===== config.mk =====
export PLATFORM = sky130hd
export DESIGN_NAME = div_clock_monitor
export DESIGN_NICKNAME = d
export VERILOG_FILES = /design/src/rtl/clk_mon_pkg.sv /design/src/rtl/bit_synchronizer.sv /design/src/rtl/div_clock_monitor.sv
export SDC_FILE = /design/constraint.sdc
export NUM_CORES = 1
export LEC_CHECK = 0
export CORE_UTILIZATION = 59
export CTS_BUF_LIST = sky130_fd_sc_hd__clkbuf_16
export CTS_CLUSTER_SIZE = 40
export DETAILED_ROUTE_END_ITERATION = 7
export PLACE_DENSITY = 0.84
export SLEW_MARGIN = 0
export SYNTH_ARGS = -nofsm -noshare
export SYNTH_HDL_FRONTEND = slang
export SYNTH_SLANG_ARGS = --single-unit

===== constraint.sdc =====
create_clock -name clk -period 4.35 [get_ports clk]
set_clock_uncertainty 0.2 [all_clocks]
set_input_delay 0.87 -clock clk [delete_from_list [all_inputs] [get_ports clk]]
set_output_delay 0.87 -clock clk [all_outputs]
set_load 0.01 [all_outputs]

===== src/rtl/clk_mon_pkg.sv =====
// Shared types and constants for the divided-clock monitor.
package clk_mon_pkg;

  typedef enum logic [1:0] {
    IDLE    = 2'd0,
    ARMED   = 2'd1,
    MEASURE = 2'd2,
    LOCKED  = 2'd3
  } mon_state_e;

  // All-ones value of a counter of the given width; doubles as the saturation point.
  function automatic logic [31:0] CNT_MAX(input int unsigned cnt_w);
    return (32'd1 << cnt_w) - 32'd1;
  endfunction

endpackage


===== src/rtl/bit_synchronizer.sv =====
// Single-bit flop chain for bringing an asynchronous level into the clk domain.
module bit_synchronizer #(
  parameter int unsigned STAGES = 2
) (
  input  logic clk,
  input  logic rst,
  input  logic d,
  output logic q
);

  generate
    if (STAGES == 0) begin : g_bypass
      assign q = d;
    end else if (STAGES == 1) begin : g_one
      logic ff;
      // NOTE: asynchronous reset in the sensitivity list, and <= for every
      // flop so all stages sample the pre-edge values together.
      always_ff @(posedge clk or negedge rst) begin
        if (!rst) ff <= 1'b0;
        else      ff <= d;
      end
      assign q = ff;
    end else begin : g_chain
      logic [STAGES-1:0] ff;
      always_ff @(posedge clk or negedge rst) begin
        if (!rst) ff <= '0;
        else      ff <= {ff[STAGES-2:0], d};
      end
      assign q = ff[STAGES-1];
    end
  endgenerate

endmodule


===== src/rtl/div_clock_monitor.sv =====
// Measures period and high time of a divided clock sampled in the clk domain,
// declares ratio lock and flags ratio errors and loss of clock.
module div_clock_monitor
  import clk_mon_pkg::*;
#(
  parameter int unsigned EXP_PERIOD  = 2,
  parameter int unsigned CNT_W       = 8,
  parameter int unsigned LOCK_CNT    = 4,
  parameter int unsigned SYNC_STAGES = 2
) (
  input  logic             clk,
  input  logic             rst,
  input  logic             en,
  input  logic             clk_in,
  input  logic             err_clr,
  output logic [CNT_W-1:0] period,
  output logic [CNT_W-1:0] high_time,
  output logic             period_valid,
  output logic             locked,
  output logic             err,
  output logic             timeout
);

  localparam logic [CNT_W-1:0] MAX_CNT  = CNT_W'(CNT_MAX(CNT_W));
  localparam logic [CNT_W-1:0] EXP_CNT  = CNT_W'(EXP_PERIOD);
  localparam logic [3:0]       LOCK_TGT = 4'(LOCK_CNT);

  mon_state_e       state, state_nxt;
  logic             s, s_d, rise;
  logic [CNT_W-1:0] cnt, hcnt;
  logic [3:0]       good_cnt;
  logic             measuring, meas, period_good, tmo, err_set;

  bit_synchronizer #(.STAGES(SYNC_STAGES)) u_sync (
    .clk (clk),
    .rst (rst),
    .d   (clk_in),
    .q   (s)
  );

  assign rise        = s & ~s_d;
  assign measuring   = (state == MEASURE) || (state == LOCKED);
  assign meas        = en && measuring && rise;
  assign period_good = (cnt == EXP_CNT);
  // A rising edge on the saturation cycle is still a measurement, not a timeout.
  assign tmo         = en && measuring && !rise && (cnt == MAX_CNT);
  assign err_set     = (state == LOCKED) && ((meas && !period_good) || tmo);

  always_ff @(posedge clk or negedge rst) begin
    if (!rst) state <= IDLE;
    else      state <= state_nxt;
  end

  // NOTE: default assignment first so no path leaves state_nxt unassigned (no latch).
  always_comb begin
    state_nxt = state;
    if (!en) begin
      state_nxt = IDLE;
    end else begin
      unique case (state)
        IDLE:    state_nxt = ARMED;
        ARMED:   if (rise) state_nxt = MEASURE;
        MEASURE: begin
          if (meas && period_good && (good_cnt + 4'd1 == LOCK_TGT)) state_nxt = LOCKED;
          else if (tmo)                                             state_nxt = ARMED;
        end
        LOCKED: begin
          if (meas && !period_good) state_nxt = MEASURE;
          else if (tmo)             state_nxt = ARMED;
        end
        default: state_nxt = IDLE;
      endcase
    end
  end

  always_comb begin
    locked = (state == LOCKED);
  end

  // Period and high-time counters restart at 1 on each edge and saturate.
  always_ff @(posedge clk or negedge rst) begin
    if (!rst) begin
      s_d  <= 1'b0;
      cnt  <= '0;
      hcnt <= '0;
    end else begin
      s_d <= s;
      if (!en || state == IDLE) begin
        cnt  <= '0;
        hcnt <= '0;
      end else if (rise) begin
        cnt  <= CNT_W'(1);
        hcnt <= CNT_W'(1);
      end else begin
        if (cnt != MAX_CNT)       cnt  <= cnt + 1'b1;
        if (s && hcnt != MAX_CNT) hcnt <= hcnt + 1'b1;
      end
    end
  end

  always_ff @(posedge clk or negedge rst) begin
    if (!rst) begin
      good_cnt <= '0;
    end else if (!en || tmo || (meas && !period_good)) begin
      good_cnt <= '0;
    end else if (meas && state == MEASURE) begin
      good_cnt <= good_cnt + 4'd1;
    end
  end

  // Measurement results survive an enable drop; only reset clears them.
  always_ff @(posedge clk or negedge rst) begin
    if (!rst) begin
      period       <= '0;
      high_time    <= '0;
      period_valid <= 1'b0;
      timeout      <= 1'b0;
      err          <= 1'b0;
    end else begin
      period_valid <= meas;
      timeout      <= tmo;
      if (meas) begin
        period    <= cnt;
        high_time <= hcnt;
      end
      if (err_set)      err <= 1'b1;
      else if (err_clr) err <= 1'b0;
    end
  end

endmodule


==> results.py <==
metrics = {
    "timing": {
        "grt_setup_unrepaired": "false",
        "worst_pin_slew_ns": 0.9465,
        "clock.fmax_mhz": 366.7,
        "final-max-slew-violation-count": 0,
        "hold_slack_ns": 0.1550,
        "fin_setup_tns_ns": 0,
        "min_period_ns": 2.727,
        "maxSlewHeadroom_pct": 36.90,
        "finalCritPeriodShare_pct": 62.68,
        "hold_violations": 0,
        "setup_viol": 0,
    },
    "place": {
        "dp_hpwl_mm": 2.608,
        "place_congestion": 0.7784,
        "port_buffers": 24,
    },
    "layout": {
        "nets": 241,
        "layout_common_cells": "nand2_1 (53), dfrtp_1 (44), clkdlybuf4s50_1 (23), nor2_1 (19), xor2_1 (10)",
        "fill_cells": 258,
        "synthToLayoutAreaGrowth_pct": 18.56,
        "diodes": 0,
        "layout-drive-gt1-share_pct": 7.759,
        "mostFrequentLayoutCell": "nand2_1",
    },
    "clock_tree": {
        "cts_tree": "built",
        "clk_pin_slew_ns": 0.06,
        "root_buffer": "clkbuf_16",
        "hold_buffers": 0,
        "cts-buffers-inserted": 5,
        "cts_sinks": 44,
        "cts_max_level": 2,
        "cts_setup_buffers": 0,
        "cts_resized": 0,
        "clock_latency_ns": 0.28,
        "cts_max_path_buffers": 2,
    },
    "drt": {
        "drtPass1Iterations": 5,
        "drt-initial-drc-count": 54,
        "route.detailed.wl_per_inst_microns": 14.04,
        "drc": 0,
        "dr_total_vias": 1531,
        "vias_per_cell": 5.507,
        "drt_wl_total_mm": 3.902,
        "drtAntennaViolNets": 0,
    },
    "yosys": {
        "synth_nets": 218,
        "synth_cell_types": 40,
        "yosysSeqAreaShare_pct": 52.85,
        "synth-seq-cells": 44,
        "async_flop_share_pct": 100.0,
        "avgSynthCellArea_sq_um": 10.02,
        "synthesis.area_sq_um": 2083,
        "yosys_warnings": 0,
        "syn_inst": 208,
        "synth_flop_cell": "dfrtp_1",
        "synth_edf_count": 0,
    },
    "critical_path": {
        "crit_required_ns": 4.37,
        "r2r-start": "u_sync.g_chain.ff[1]",
        "cp-startpoint": "en",
        "regToRegSetupSlack_ns": 2.19,
        "worst-setup-path-type": "primary input to flip-flop",
        "timing.rr.end": "period[7]",
        "crit_path_end": "period[7]",
        "critPathLaunchType": "primary input",
        "cp_max_fo": 24,
        "ff2ff_path_depth": 4,
        "end_kind": "flip-flop",
        "cp_data_arrival_time_ns": 2.75,
    },
    "floorplan": {
        "initial_core_util_pct": 61.94,
        "die_h_microns": 61.42,
        "ios": 25,
        "dieArea_sq_um": 3772,
        "rows": 21,
        "die-width_microns": 61.42,
        "core_region_area_sq_um": 3363,
    },
    "power": {
        "powerDensity_nw_per_um2": 335.6,
        "swShare_pct": 22.27,
        "p_int_w": 0.0006443,
        "power_frac_seq_pct": 51.5,
        "peakVddDrop_uv": 215.8,
        "p_leak_nw": 1.158,
        "combinationalPowerShare_pct": 5.4,
        "switchingPower_w": 0.0001846,
        "finalPower_w": 0.0008290,
        "p_clk_share_pct": 43.0,
    },
    "run_status": {
        "status": "complete, no violations",
    },
    "global_routing": {
        "grt_overflow": 0,
        "antenna_found_initial": 0,
        "grt_pass1_vias": 1406,
        "grtUsageTotal_pct": 24.52,
        "grt_pass1_wl_mm": 6.437,
        "grt_max_degree": 45,
    },
    "min_path": {
        "hp-class": "flip-flop to flip-flop",
    },
    "job": {
        "maxCapViolations": 0,
    },
}
[cells in the mapped netlist (2+ instances only)]
library cell  count  area share [%]
nand3_1           7             1.7
ha_1              5             3.0
and2_1            2            0.60
o21ai_1           2            0.48
buf_4             2            0.72
and3_1            3            0.90
nand2_1          53             9.5
buf_2             6             1.4
o211ai_1          4             1.4
xor2_1           10             4.2
nand4_1           2            0.60
o2111ai_1         3             1.3
a31oi_1           2            0.60
nor2_1           19             3.4
xnor2_1           5             2.1
a21oi_2           2            0.84
o21ai_0           7             1.7
dfrtp_1          44              53
mux2i_1           2            0.96
a21oi_1           3            0.72
nand2b_4          2             1.3
inv_1             5            0.90
[worst min path at each step]
stage | from | end | slack, ns | depth (start not counted)
after floorplan | u_sync.g_chain.ff[0] | u_sync.g_chain.ff[1] | 0.13 | 0
after global placement | u_sync.g_chain.ff[0] | u_sync.g_chain.ff[1] | 0.13 | 0
after detailed placement | u_sync.g_chain.ff[0] | u_sync.g_chain.ff[1] | 0.15 | 0
after CTS | u_sync.g_chain.ff[0] | u_sync.g_chain.ff[1] | 0.16 | 0
after global routing | u_sync.g_chain.ff[0] | u_sync.g_chain.ff[1] | 0.17 | 0
final | u_sync.g_chain.ff[0] | u_sync.g_chain.ff[1] | 0.15 | 0
[stage by stage]
| stage | utilization, % | instance area [sq um] | worst slack, ns | std cells |
|---|---|---|---|---|
| after floorplan | - | 2083 | 2.418 | 208 |
| after global placement | 69.31 | 2331 | 1.465 | 270 |
| after detailed placement | 69.31 | 2331 | 1.328 | 270 |
| after CTS | 73.44 | 2470 | 1.634 | 278 |
| after global routing | 73.44 | 2470 | 1.434 | 278 |
| final | 73.44 | 2470 | 1.623 | 278 |
[critical path: stages]
cell,delay [ns]
clkdlybuf4s50_1,0.57
nand4b_2,0.52
inv_1,0.58
nand2_1,0.11
nand2_1,0.08
[cell type report]
type / count / area [sq um] / area share, %
sequential: 44 / 1101 / 44.58
clock buffer: 5 / 125.1 / 5.066
tap: 46 / 57.56 / 2.330
clock inverter: 3 / 13.76 / 0.5572
inverter: 5 / 18.77 / 0.7599
multi-input combinational: 151 / 918.4 / 37.18
timing repair buffer: 24 / 235.2 / 9.524
[cell families after synthesis]
kind of cell	share of synthesized area [%]
AND/OR/NAND/NOR	24.99
adder cells (fa/ha/maj)	3.003
flip-flops	52.85
buffers and inverters	3.063
AO/OA/AOI/OAI	8.829
XOR/XNOR	6.306
multiplexers	0.9610
[routing by layer]
layer	routed length, microns	track usage, %	share of wire [%]
met1	1828	31.86	47
met5	0	0	0
met2	1844	37.73	47
met4	82	12.38	2.1
met3	146	7.143	3.7
[state kept, by name, summed over array words and instances, names as in the netlist]
name	count
cnt	8
err	1
good_cnt	4
hcnt	8
high_time	8
period	8
period_valid	1
s_d	1
state	2
timeout	1
u_sync.g_chain.ff	2
[power by group through the flow]
stage / Combinational, W / Sequential [W] / Clock, W
floorplan: 0.0000264 / 0.000430 / 0
global placement: 0.0000441 / 0.000434 / 0
detailed placement: 0.0000457 / 0.000434 / 0
CTS: 0.0000459 / 0.000427 / 0.000364
global route: 0.0000514 / 0.000428 / 0.000378
finish: 0.0000451 / 0.000427 / 0.000357
No activity file was read; power rests on OpenSTA's default activity.
